===== src/rtl/uart_cmd_pkg.sv =====
// Shared types and constants for the UART command controller.
package uart_cmd_pkg;

  typedef enum logic [2:0] {
    S_IDLE,
    S_CMD,
    S_DHI,
    S_DLO,
    S_CHK,
    S_EXEC
  } state_t;

  localparam logic [7:0] SYNC = 8'hA5;

  localparam logic [1:0] OP_WR  = 2'b00;
  localparam logic [1:0] OP_ADD = 2'b01;
  localparam logic [1:0] OP_CLR = 2'b10;
  localparam logic [1:0] OP_RSV = 2'b11;

  localparam int NREGS = 4;

endpackage


===== src/rtl/uart_cmd_timeout.sv =====
// Inter-byte timeout: counts idle cycles while enabled, pulses
// expire on the cycle the count reaches TO_CYC.
module uart_cmd_timeout #(
  parameter int TO_CYC = 50000
) (
  input  logic clk,
  input  logic rst_n,
  input  logic enable,
  input  logic reload,
  output logic expire
);

  localparam int CW = $clog2(TO_CYC + 1);
  localparam logic [CW-1:0] LAST = CW'(TO_CYC - 1);

  logic [CW-1:0] cnt;

  always_ff @(posedge clk) begin
    if (!rst_n || !enable || reload) begin
      cnt <= '0;
    end else if (cnt != LAST) begin
      cnt <= cnt + CW'(1);
    end
  end

  assign expire = enable && !reload && (cnt == LAST);

endmodule


===== src/rtl/uart_cmd_ctrl.sv =====
// Framed UART command decoder driving four 16-bit registers.
// Define UART_CMD_CHECKSUM_EN to enforce CHK == CMD^DHI^DLO.
module uart_cmd_ctrl
  import uart_cmd_pkg::*;
#(
  parameter int CLK_HZ        = 12_000_000,
  parameter int BIT_RATE      = 9600,
  parameter int TIMEOUT_BYTES = 4
) (
  input  logic        clk,
  input  logic        rst_n,
  input  logic        valid,
  input  logic [7:0]  data,
  input  logic [1:0]  rd_addr,
  output logic [15:0] rd_data,
  output logic        wr_strobe,
  output logic [1:0]  wr_addr,
  output logic        err,
  output logic [7:0]  err_cnt,
  output logic        busy
);

  localparam int TO_CYC = TIMEOUT_BYTES * 10 * (CLK_HZ / BIT_RATE);

  state_t      state;
  logic [1:0]  op_q;
  logic [1:0]  addr_q;
  logic [7:0]  dhi_q;
  logic [7:0]  dlo_q;
  logic [15:0] regs [NREGS];
  logic        to_en;
  logic        expire;
  logic        cmd_bad;
  logic        chk_ok;
  logic        fail;
  logic [15:0] wval;

`ifdef UART_CMD_CHECKSUM_EN
  logic [7:0] sum_q;
  assign chk_ok = (data == sum_q);
`else
  assign chk_ok = 1'b1;
`endif

  assign rd_data = regs[rd_addr];
  assign to_en   = (state == S_CMD) || (state == S_DHI) ||
                   (state == S_DLO) || (state == S_CHK);
  assign cmd_bad = (data[7:6] == OP_RSV) || (|data[5:2]);

  uart_cmd_timeout #(
    .TO_CYC (TO_CYC)
  ) u_timeout (
    .clk    (clk),
    .rst_n  (rst_n),
    .enable (to_en),
    .reload (valid),
    .expire (expire)
  );

  // A byte on the expiry cycle wins over the timeout.
  always_comb begin
    fail = 1'b0;
    if (to_en) begin
      if (valid) begin
        fail = ((state == S_CMD) && cmd_bad) ||
               ((state == S_CHK) && !chk_ok);
      end else begin
        fail = expire;
      end
    end
  end

  always_comb begin
    wval = 16'h0000;
    unique case (1'b1)
      (op_q == OP_WR):  wval = {dhi_q, dlo_q};
      (op_q == OP_ADD): wval = regs[addr_q] + {dhi_q, dlo_q};
      default:          wval = 16'h0000;
    endcase
  end

  always_ff @(posedge clk) begin
    if (!rst_n) begin
      state     <= S_IDLE;
      busy      <= 1'b0;
      wr_strobe <= 1'b0;
      wr_addr   <= 2'd0;
      err       <= 1'b0;
      err_cnt   <= 8'd0;
      op_q      <= OP_WR;
      addr_q    <= 2'd0;
      dhi_q     <= 8'd0;
      dlo_q     <= 8'd0;
`ifdef UART_CMD_CHECKSUM_EN
      sum_q     <= 8'd0;
`endif
      for (int i = 0; i < NREGS; i++) begin
        regs[i] <= 16'h0000;
      end
    end else begin
      wr_strobe <= 1'b0;
      err       <= 1'b0;
      if (fail) begin
        state <= S_IDLE;
        busy  <= 1'b0;
        err   <= 1'b1;
        if (err_cnt != 8'hFF) begin
          err_cnt <= err_cnt + 8'd1;
        end
      end else if (valid) begin
        unique case (state)
          S_IDLE, S_EXEC: begin
            if (data == SYNC) begin
              state <= S_CMD;
              busy  <= 1'b1;
            end else begin
              state <= S_IDLE;
              busy  <= 1'b0;
            end
          end
          S_CMD: begin
            op_q   <= data[7:6];
            addr_q <= data[1:0];
`ifdef UART_CMD_CHECKSUM_EN
            sum_q  <= data;
`endif
            state  <= S_DHI;
          end
          S_DHI: begin
            dhi_q <= data;
`ifdef UART_CMD_CHECKSUM_EN
            sum_q <= sum_q ^ data;
`endif
            state <= S_DLO;
          end
          S_DLO: begin
            dlo_q <= data;
`ifdef UART_CMD_CHECKSUM_EN
            sum_q <= sum_q ^ data;
`endif
            state <= S_CHK;
          end
          S_CHK: begin
            regs[addr_q] <= wval;
            wr_strobe    <= 1'b1;
            wr_addr      <= addr_q;
            state        <= S_EXEC;
          end
          default: begin
            state <= S_IDLE;
            busy  <= 1'b0;
          end
        endcase
      end else if (state == S_EXEC) begin
        state <= S_IDLE;
        busy  <= 1'b0;
      end
    end
  end

endmodule

===== config.mk =====
export PLATFORM = sky130hd
export DESIGN_NAME = uart_cmd_ctrl
export DESIGN_NICKNAME = d
export VERILOG_FILES = /design/src/rtl/uart_cmd_pkg.sv /design/src/rtl/uart_cmd_timeout.sv /design/src/rtl/uart_cmd_ctrl.sv
export SDC_FILE = /design/constraint.sdc
export NUM_CORES = 1
export LEC_CHECK = 0
export CELL_PAD_IN_SITES_DETAIL_PLACEMENT = 0
export CELL_PAD_IN_SITES_GLOBAL_PLACEMENT = 2
export CORE_ASPECT_RATIO = 0.6
export CORE_UTILIZATION = 35
export CTS_BUF_LIST = sky130_fd_sc_hd__clkbuf_16
export CTS_CLUSTER_DIAMETER = 100
export CTS_CLUSTER_SIZE = 24
export DETAILED_ROUTE_END_ITERATION = 10
export MAX_ROUTING_LAYER = met4
export PLACE_DENSITY_LB_ADDON = 0.1
export SLEW_MARGIN = 20
export SYNTH_ARGS = -nofsm -noshare
export SYNTH_HDL_FRONTEND = slang
export SYNTH_SLANG_ARGS = --single-unit

===== constraint.sdc =====
create_clock -name clk -period 3.76 [get_ports clk]
set_input_delay 0.752 -clock clk [delete_from_list [all_inputs] [get_ports clk]]
set_output_delay 0.752 -clock clk [all_outputs]
set_load 0.005 [all_outputs]

==> results of run 1 <==
-- routing by layer --
layer | routed length [um] | up-vias | track usage
met5 | 0 | - | -
met4 | 59 | 0 | 0.0739
met3 | 619 | 4 | 0.0360
met2 | 6670 | 75 | 0.256
met1 | 8320 | 2147 | 0.280
li1 | - | 2182 | -
-- per-stage QoR --
stage | hold slack (ns) | power (uW) | instances | cell area [um^2]
after CTS | 0.483 | 3160 | 874 | 7520
after detailed placement | 0.476 | 1580 | 842 | 6950
after floorplan | 0.449 | 1500 | 575 | 6190
final | 0.478 | 3120 | 874 | 7520
after global placement | 0.467 | 1580 | 842 | 6950
after global routing | 0.514 | 3230 | 874 | 7520
-- final timing paths --
kind | startpoint | endpoint | slack, ns
worst max-delay path | flop | regs[1][15] | 0.30
worst min-delay path | dlo_q[5] | dlo_q[5] | 0.48
worst max register to register | flop | regs[1][15] | 0.30
worst min register to register | dlo_q[5] | dlo_q[5] | 0.48
-- cell usage after synthesis, types with 16 or more instances --
| library cell | number | area (um^2) |
|---|---|---|
| a21oi_1 | 35 | 175 |
| clkbuf_1 | 20 | 75.1 |
| dfxtp_1 | 54 | 1080 |
| edfxtp_1 | 64 | 1920 |
| ha_1 | 17 | 213 |
| mux2i_1 | 17 | 170 |
| mux4_2 | 32 | 721 |
| nand2_1 | 70 | 263 |
| nor2_1 | 100 | 375 |
| xnor2_1 | 16 | 140 |
| xor2_1 | 16 | 140 |
-- area by class of cell --
type / instances / share of cell area
flip-flops and latches: 118 / 0.399
multi-input cells: 415 / 0.402
clock inverters: 15 / 0.0186
well taps: 234 / 0.0389
clock buffers: 17 / 0.0566
repair buffers: 60 / 0.0769
inverters: 15 / 0.00749
-- registers in the layout, indices dropped and copies added (netlist names), named ones only --
name           cells
addr_q             2
busy               1
dhi_q              8
dlo_q              8
err                1
err_cnt            8
op_q               2
regs              64
state              3
u_timeout.cnt     16
wr_addr            2
wr_strobe          1
-- worst max-delay path, cell delays in order (launching register included) --
cell and delay, ns:
dfxtp_1 0.43, buf_12 0.21, mux4_2 0.52, ha_1 0.38, nand4_1 0.16, a311oi_1 0.52, o21ba_2 0.25, a21oi_1 0.12
mux2i_1 0.15, xnor2_1 0.34, nor2_1 0.09
-- power by group --
group	switching [uW]	total [uW]	internal, uW
clock	605	1570	965
sequential	11.9	1390	1380
combinational	76.0	160	83.8
-- cells by family after synthesis --
kind of cell,Yosys count
buffers and inverters,42
XOR/XNOR,32
AND/OR/NAND/NOR,235
adder cells (fa/ha/maj),18
multiplexers,56
flip-flops,118
AO/OA/AOI/OAI,74
==> impl_metrics.py, run 1 <==
metrics = {
    "clock_tree": {
        "hold_buffers": 0,
        "clk_path_buf_depth": 2,
        "clock-sinks": 118,
        "clockRootBuffer": "clkbuf_16",
        "clk_latency_ns": 0.42,
        "cts_resized": 0,
        "post_cts.repair.setup_buffers": 0,
        "cts_buffers": 17,
        "cts_max_level": 4,
        "cts_tree": "done",
        "clk_pin_slew_ns": 0.06,
    },
    "global_routing": {
        "overflow": 0,
        "grt_util_all_layers": 0.191,
        "grt_pass1_wl_um": 25100,
        "grt_pass1_vias": 4412,
        "grt_max_degree": 31,
        "antenna_found_initial": 0,
    },
    "worst_setup_path": {
        "worstPathArrival_ns": 3.60,
        "cp-start-kind": "flop",
        "r2r_cells": 10,
        "path_class": "flop to flop",
        "cp-end-kind": "flop",
        "critPathRequiredTime_ns": 3.90,
        "path_max_fanout": 14,
    },
    "floorplan": {
        "floorplan.initialDensity": 0.360,
        "die_x_um": 174,
        "die_h_um": 105,
        "rows": 37,
        "design.core.area_mm2": 0.0172,
        "die_area_mm2": 0.0182,
        "num_io_pins": 42,
    },
    "timing": {
        "fin_ws_ns": 0.301,
        "hold_viol": 0,
        "min_period_ns": 3.46,
        "setup_viol": 0,
        "post-route-period-util": 0.920,
        "tns_ns": 0,
        "clock_skew_ns": 0.0196,
        "fmax_mhz": 289,
        "worst_slew_pin_slew_ns": 1.08,
        "slew_violations": 0,
        "max_slew_margin": 0.280,
        "rsz0062_at_grt": "no",
    },
    "synth": {
        "synth_top_family_by_area": "simple AND/OR/NAND/NOR gates",
        "synthDistinctLibCells": 55,
        "synthAdderAreaFrac": 0.0376,
        "synth-seq-cells": 118,
        "synth_area_per_cell_um2": 10.8,
        "async_reset_ff_frac": 0,
        "synth-simple-area-share": 0.172,
        "synth-compound-area-share": 0.0772,
        "syn-num-nets": 606,
        "netlist_instances": 575,
        "synth_warnings": 0,
        "synth_edf_count": 64,
        "synth_xor_xnor_area_share": 0.0453,
        "synth_ff_type": "edfxtp_1",
        "synth_mux_area_frac": 0.157,
        "ys_seq_area_frac": 0.485,
        "syn-cell-area_mm2": 0.00619,
    },
    "final_layout": {
        "seqCellArea_mm2": 0.00300,
        "drive_above_1_share": 0.163,
        "area_growth_pct": 21.4,
        "fin_util": 0.437,
        "nNetsFinal": 658,
        "layout_commonest_cell": "nor2_1",
        "layout_common_cells": "nor2_1 (100), nand2_1 (70), edfxtp_1 (64)",
        "fillers": 1622,
        "n_antenna_cell": 0,
        "multiInputGateArea_mm2": 0.00302,
    },
    "routing": {
        "via_per_inst": 5.04,
        "first_pass_iters": 5,
        "wire_per_inst_um": 17.9,
        "vias": 4408,
        "route.detailed.drc": 0,
        "wirelength_um": 15700,
        "detail-route-antenna-nets": 0,
        "drt-initial-drc-count": 303,
    },
    "placement": {
        "dp_hpwl_um": 11300,
        "io_buffer_count": 41,
        "dp_slack_ns": 0.254,
        "routabilityCongestion": 0.809,
    },
    "power": {
        "power.leakage_uw": 0.00267,
        "p_per_area_mw_per_mm2": 415,
        "peakVddDrop_mv": 0.245,
    },
    "min_path": {
        "hold_class": "flop to flop",
        "holdPathStages": 2,
    },
    "outcome": {
        "status": "finished, final reports clean",
    },
    "run": {
        "cap_violations": 0,
    },
}
Note: power is estimated with default switching activity, not from simulation.
==> run 2: changes to the inputs <==
- SETUP_SLACK_MARGIN: not set -> 0.15
==> run 2 against run 1 <==
Setup slack gained 0.049 ns. Non-clock buffer count unchanged. Power up 0.20%. Combinational power barely moved. Count of clock-buffer cells in the layout is the same. Final area up 0.13%. First-iteration DRC count rose by 6.3%. Wire length grew 0.40%. Global-route usage unchanged. Maximum frequency is 1.4% higher. Register-to-register slack gained 0.05 ns. Sequential share of layout area shrank 0.053 points.
==> impl_metrics.py, run 2 (synthesis results as in run 1) <==
metrics = {
    "routing": {
        "drt-initial-drc-count": 322,
        "vias": 4442,
        "wire_per_inst_um": 18.0,
        "route.detailed.drc": 0,
        "first_pass_iters": 5,
        "wirelength_um": 15700,
        "detail-route-antenna-nets": 0,
        "via_per_inst": 5.08,
    },
    "floorplan": {
        "rows": 37,
        "floorplan.initialDensity": 0.360,
        "design.core.area_mm2": 0.0172,
        "num_io_pins": 42,
        "die_x_um": 174,
        "die_area_mm2": 0.0182,
        "die_h_um": 105,
    },
    "clock_tree": {
        "clk_pin_slew_ns": 0.06,
        "cts_buffers": 17,
        "hold_buffers": 0,
        "cts_max_level": 4,
        "clk_latency_ns": 0.42,
        "clk_path_buf_depth": 2,
        "clock-sinks": 118,
        "clockRootBuffer": "clkbuf_16",
        "cts_tree": "done",
    },
    "timing": {
        "slew_violations": 0,
        "min_period_ns": 3.41,
        "setup_viol": 0,
        "worst_slew_pin_slew_ns": 1.04,
        "hold_viol": 0,
        "timing.hold.ws_ns": 0.479,
        "rsz0062_at_grt": "yes",
        "post-route-period-util": 0.907,
        "tns_ns": 0,
        "fmax_mhz": 293,
        "clock_skew_ns": 0.0136,
        "max_slew_margin": 0.305,
        "fin_ws_ns": 0.350,
    },
    "power": {
        "p_sw_frac": 0.224,
        "combPwrFrac": 0.051,
        "power.leakage_uw": 0.00268,
        "p_per_area_mw_per_mm2": 416,
        "p_int_uw": 2430,
        "switchingPower_uw": 700,
        "seq_power_share": 0.445,
        "peakVddDrop_mv": 0.246,
        "clkPwrFrac": 0.504,
    },
    "final_layout": {
        "fillers": 1620,
        "fin_area_mm2": 0.00753,
        "seqCellArea_mm2": 0.00300,
        "largest_reg_flops": 64,
        "top_register": "regs",
        "layout_common_cells": "nor2_1 (100), nand2_1 (70), edfxtp_1 (64)",
        "nNetsFinal": 658,
        "multiInputGateArea_mm2": 0.00303,
        "area_growth_pct": 21.6,
        "top_regs": "regs: 64 flops, u_timeout.cnt: 16 flops",
        "drive_above_1_share": 0.166,
        "n_antenna_cell": 0,
        "layout_commonest_cell": "nor2_1",
    },
    "worst_setup_path": {
        "path_max_fanout": 14,
        "cp_slowest_stage_delay_ns": 0.53,
        "cp-start-kind": "flop",
        "worstPathArrival_ns": 3.57,
        "r2r_cells": 11,
        "rr_endpoint": "regs[1][14]",
        "worstPathCellList": "buf_12 > mux4_2 > ha_1 > a21o_1 > a21oi_1 > o21ai_0 > nand2_1 > o31ai_1 > xor2_1 > mux2i_1 > nor2_1",
        "cp-end-kind": "flop",
        "ff2ff_setup_slack_ns": 0.35,
        "cp_slowest_cell": "mux4_2",
        "critPathRequiredTime_ns": 3.92,
        "path_class": "flop to flop",
    },
    "global_routing": {
        "grt_util_all_layers": 0.191,
        "grt_pass1_wl_um": 25100,
        "overflow": 0,
        "grt_max_degree": 31,
        "grt_pass1_vias": 4412,
        "antenna_found_initial": 0,
    },
    "placement": {
        "routabilityCongestion": 0.809,
        "dp_slack_ns": 0.254,
        "placedInstanceArea_mm2": 0.00695,
        "dp_hpwl_um": 11300,
        "io_buffer_count": 41,
    },
    "min_path": {
        "whs_endpoint": "dlo_q[5]",
        "holdPathStages": 2,
        "hp-start": "dlo_q[5]",
        "hold_class": "flop to flop",
    },
    "run": {
        "cap_violations": 0,
    },
    "outcome": {
        "status": "finished, final reports clean",
    },
}
==> run 2: how the worst max path moves through the flow <==
stage / startpoint / to / slack, ns
detailed placement: flop / regs[1][15] / 0.25
finish: flop / regs[1][14] / 0.35
global route: flop / regs[0][15] / 0.14
CTS: flop / regs[1][15] / 0.22
global placement: flop / regs[2][15] / 0.30
floorplan: flop / regs[0][12] / 0.64
==> run 2: what timing repair did <==
action                                  4_1_cts  5_1_grt
resized for setup                             0        2
buffers inserted                              0        0
endpoints found under the setup margin        0       16
hold endpoints to repair                      0        0
==> run 2: worst max-delay path, delay by kind of cell, from the launching register on <==
family | cells | cell delay (ns)
DFF | 1 | 0.43
and+or+nand+nor | 2 | 0.25
muxes | 2 | 0.84
xor gates and xnor gates | 1 | 0.11
adders and majority gates | 1 | 0.36
AOI/OAI and AO/OA | 4 | 0.94
buffers and inverters | 1 | 0.21
==> run 2: routing by layer <==
layer  vias to the layer above  global-route usage  wire [um]
met5                         -                   -          0
met4                         0              0.0739        196
met3                        19              0.0360        592
met2                        80               0.256       6580
met1                      2162               0.280       8370
li1                       2181                   -          -
==> run 2: power by group through the flow <==
stage / Clock [uW] / Sequential (uW) / Combinational [uW]
global placement: 0 / 1420 / 164
global route: 1660 / 1400 / 173
floorplan: 0 / 1420 / 82.0
CTS: 1610 / 1390 / 163
detailed placement: 0 / 1420 / 162
finish: 1580 / 1390 / 160
==> run 2: final cells by class <==
type                       instances  area share
clock buffer                      17      0.0565
multi-input combinational        415       0.403
timing repair buffer              60      0.0768
inverter                          15     0.00748
sequential                       118       0.399
clock inverter                    15      0.0186
tap                              234      0.0389
==> run 2: through the flow <==
stage | utilization | power [uW] | cells
floorplan | - | 1500 | 575
global placement | 0.404 | 1580 | 842
detailed placement | 0.404 | 1580 | 842
CTS | 0.437 | 3160 | 874
global route | 0.437 | 3230 | 874
finish | 0.437 | 3130 | 874
==> run 3: changes to the inputs <==
- CORE_MARGIN: not set -> 3
- CTS_BUF_LIST: sky130_fd_sc_hd__clkbuf_16 -> not set
- REMOVE_ABC_BUFFERS: not set -> 1
==> run 3 against run 2 <==
Power rose by 2.8%. Non-clock buffer count rose by 2. Largest cell class unchanged. Sequential share of layout area fell by 0.19 points. Die area rose by 6.2%. Critical endpoint is now regs[0][11]. Critical path type unchanged. Critical path depth fell by 1. Wire length rose by 0.71%. Hold slack got worse by 0.0024 ns.
==> impl_metrics.py, run 3 (synthesis results as in run 1) <==
metrics = {
    "outcome": {
        "status": "finished, final reports clean",
    },
    "global_routing": {
        "grt_pass1_vias": 4420,
        "antenna_found_initial": 0,
        "grt_util_all_layers": 0.181,
        "overflow": 0,
        "grt_max_degree": 31,
        "grt_pass1_wl_um": 25600,
    },
    "worst_setup_path": {
        "path_class": "flop to flop",
        "cp_slowest_cell": "mux4_2",
        "cp_slowest_stage_delay_ns": 0.56,
        "cp-end-kind": "flop",
        "critPathRequiredTime_ns": 3.90,
        "cp-start-kind": "flop",
        "worstPathArrival_ns": 3.51,
        "path_max_fanout": 10,
        "cp_top_family": "multiplexers",
        "path_buf_inv": 1,
        "crit_top_cell": "nor2_1",
        "r2r_cells": 10,
        "ff2ff_setup_slack_ns": 0.39,
        "worstPathCellList": "buf_4 > mux4_2 > ha_1 > nand4_1 > a311oi_2 > nor2_1 > o21ai_0 > xor2_1 > mux2i_1 > nor2_1",
        "rr_endpoint": "regs[0][11]",
    },
    "clock_tree": {
        "cts_tree": "done",
        "clk_path_buf_depth": 2,
        "clk_pin_slew_ns": 0.06,
        "clock-sinks": 118,
        "cts_max_level": 4,
        "cts_buffers": 17,
        "clockRootBuffer": "clkbuf_16",
        "post_cts.repair.setup_buffers": 0,
        "clk_latency_ns": 0.41,
    },
    "final_layout": {
        "area_growth_pct": 22.2,
        "largest_reg_flops": 64,
        "multiInputGateArea_mm2": 0.00303,
        "fillers": 1581,
        "top_regs": "regs: 64 flops, u_timeout.cnt: 16 flops",
        "seqCellArea_mm2": 0.00300,
        "layout_commonest_cell": "nor2_1",
        "layout_common_cells": "nor2_1 (100), nand2_1 (70), edfxtp_1 (64)",
        "fin_area_mm2": 0.00757,
        "drive_above_1_share": 0.171,
        "n_antenna_cell": 0,
        "nNetsFinal": 660,
        "fin_util": 0.452,
        "top_register": "regs",
    },
    "min_path": {
        "hp-start": "dhi_q[2]",
        "hold_class": "flop to flop",
        "holdPathStages": 2,
        "whs_endpoint": "dhi_q[2]",
    },
    "routing": {
        "wirelength_um": 15800,
        "via_per_inst": 5.11,
        "drt-initial-drc-count": 259,
        "vias": 4450,
        "route.detailed.drc": 0,
        "first_pass_iters": 5,
        "detail-route-antenna-nets": 0,
        "wire_per_inst_um": 18.2,
    },
    "run": {
        "cap_violations": 0,
    },
    "floorplan": {
        "die_area_mm2": 0.0194,
        "die_h_um": 109,
        "floorplan.initialDensity": 0.370,
        "design.core.area_mm2": 0.0168,
        "die_x_um": 178,
        "num_io_pins": 42,
        "rows": 36,
    },
    "timing": {
        "clock_skew_ns": 0.0173,
        "max_slew_margin": 0.299,
        "fin_ws_ns": 0.393,
        "fmax_mhz": 297,
        "post-route-period-util": 0.896,
        "hold_viol": 0,
        "setup_viol": 0,
        "worst_slew_pin_slew_ns": 1.05,
        "slew_violations": 0,
        "min_period_ns": 3.37,
        "rsz0062_at_grt": "no",
        "tns_ns": 0,
    },
    "placement": {
        "io_buffer_count": 41,
        "dp_slack_ns": 0.258,
        "placedInstanceArea_mm2": 0.00695,
        "routabilityCongestion": 0.837,
        "dp_hpwl_um": 11600,
    },
    "power": {
        "p_per_area_mw_per_mm2": 425,
        "peakVddDrop_mv": 0.214,
        "power.leakage_uw": 0.00270,
        "power_uw": 3220,
    },
}
-- run 3: cell count changes in the layout (fill, tap and decap cells not counted), sizes merged --
| cell | change |
|---|---|
| bufinv | +1 |
| clkbuf | +1 |
| clkinv | +1 |
| buf | +2 |
| inv | -1 |
| clkinvlp | -2 |
-- run 3: timing repair --
| item | in CTS | in global routing |
|---|---|---|
| endpoints found under the setup margin | 0 | 19 |
| resized for setup | 0 | 3 |
| hold buffers | 0 | 0 |
-- run 3: worst max path at each step --
stage	from	depth (start not counted)	to	slack, ns
floorplan	flop	11	regs[0][12]	0.18
global placement	flop	10	regs[0][13]	0.27
detailed placement	flop	10	regs[0][13]	0.26
CTS	flop	10	regs[0][13]	0.21
global route	flop	10	regs[0][11]	0.14
finish	flop	10	regs[0][11]	0.39
-- run 3: final cells by class --
cell class / count / share of cell area
Sequential cell: 118 / 0.397
Timing Repair Buffer: 62 / 0.0767
Inverter: 15 / 0.00744
Clock inverter: 14 / 0.0235
Tap cell: 228 / 0.0377
Clock buffer: 18 / 0.0567
Multi-Input combinational cell: 415 / 0.401
-- run 3: per-stage QoR --
step / cells / hold WS, ns
after global routing: 870 / 0.499
final: 870 / 0.477
after floorplan: 548 / 0.449
after detailed placement: 838 / 0.470
after CTS: 870 / 0.476
after global placement: 838 / 0.475
-- run 3: report_power, final --
group          switching [uW]  total, uW  leakage (uW)  internal [uW]
combinational            75.6        159       0.00132           83.8
sequential               12.7       1390       0.00109           1380
clock                     613       1660      0.000295           1050
total                     701       3220       0.00270           2510
-- run 3: worst reg2reg max path: cells and delay by family (launching register included) --
kind                     cells  cell delay, ns
multiplexers                 2            0.89
adder cells (fa/ha/maj)      1            0.39
AO/OA/AOI/OAI                2            0.68
buffers and inverters        1            0.27
flip-flops                   1            0.38
XOR/XNOR                     1            0.10
AND/OR/NAND/NOR              3            0.40
-- run 3: per-layer routing --
metal  track usage  share of wire  up-vias
met3        0.0348          0.047        5
met5             -              0        -
met4        0.0454         0.0038        0
met2         0.245           0.42       70
met1         0.276           0.53     2186
li1              -              -     2189
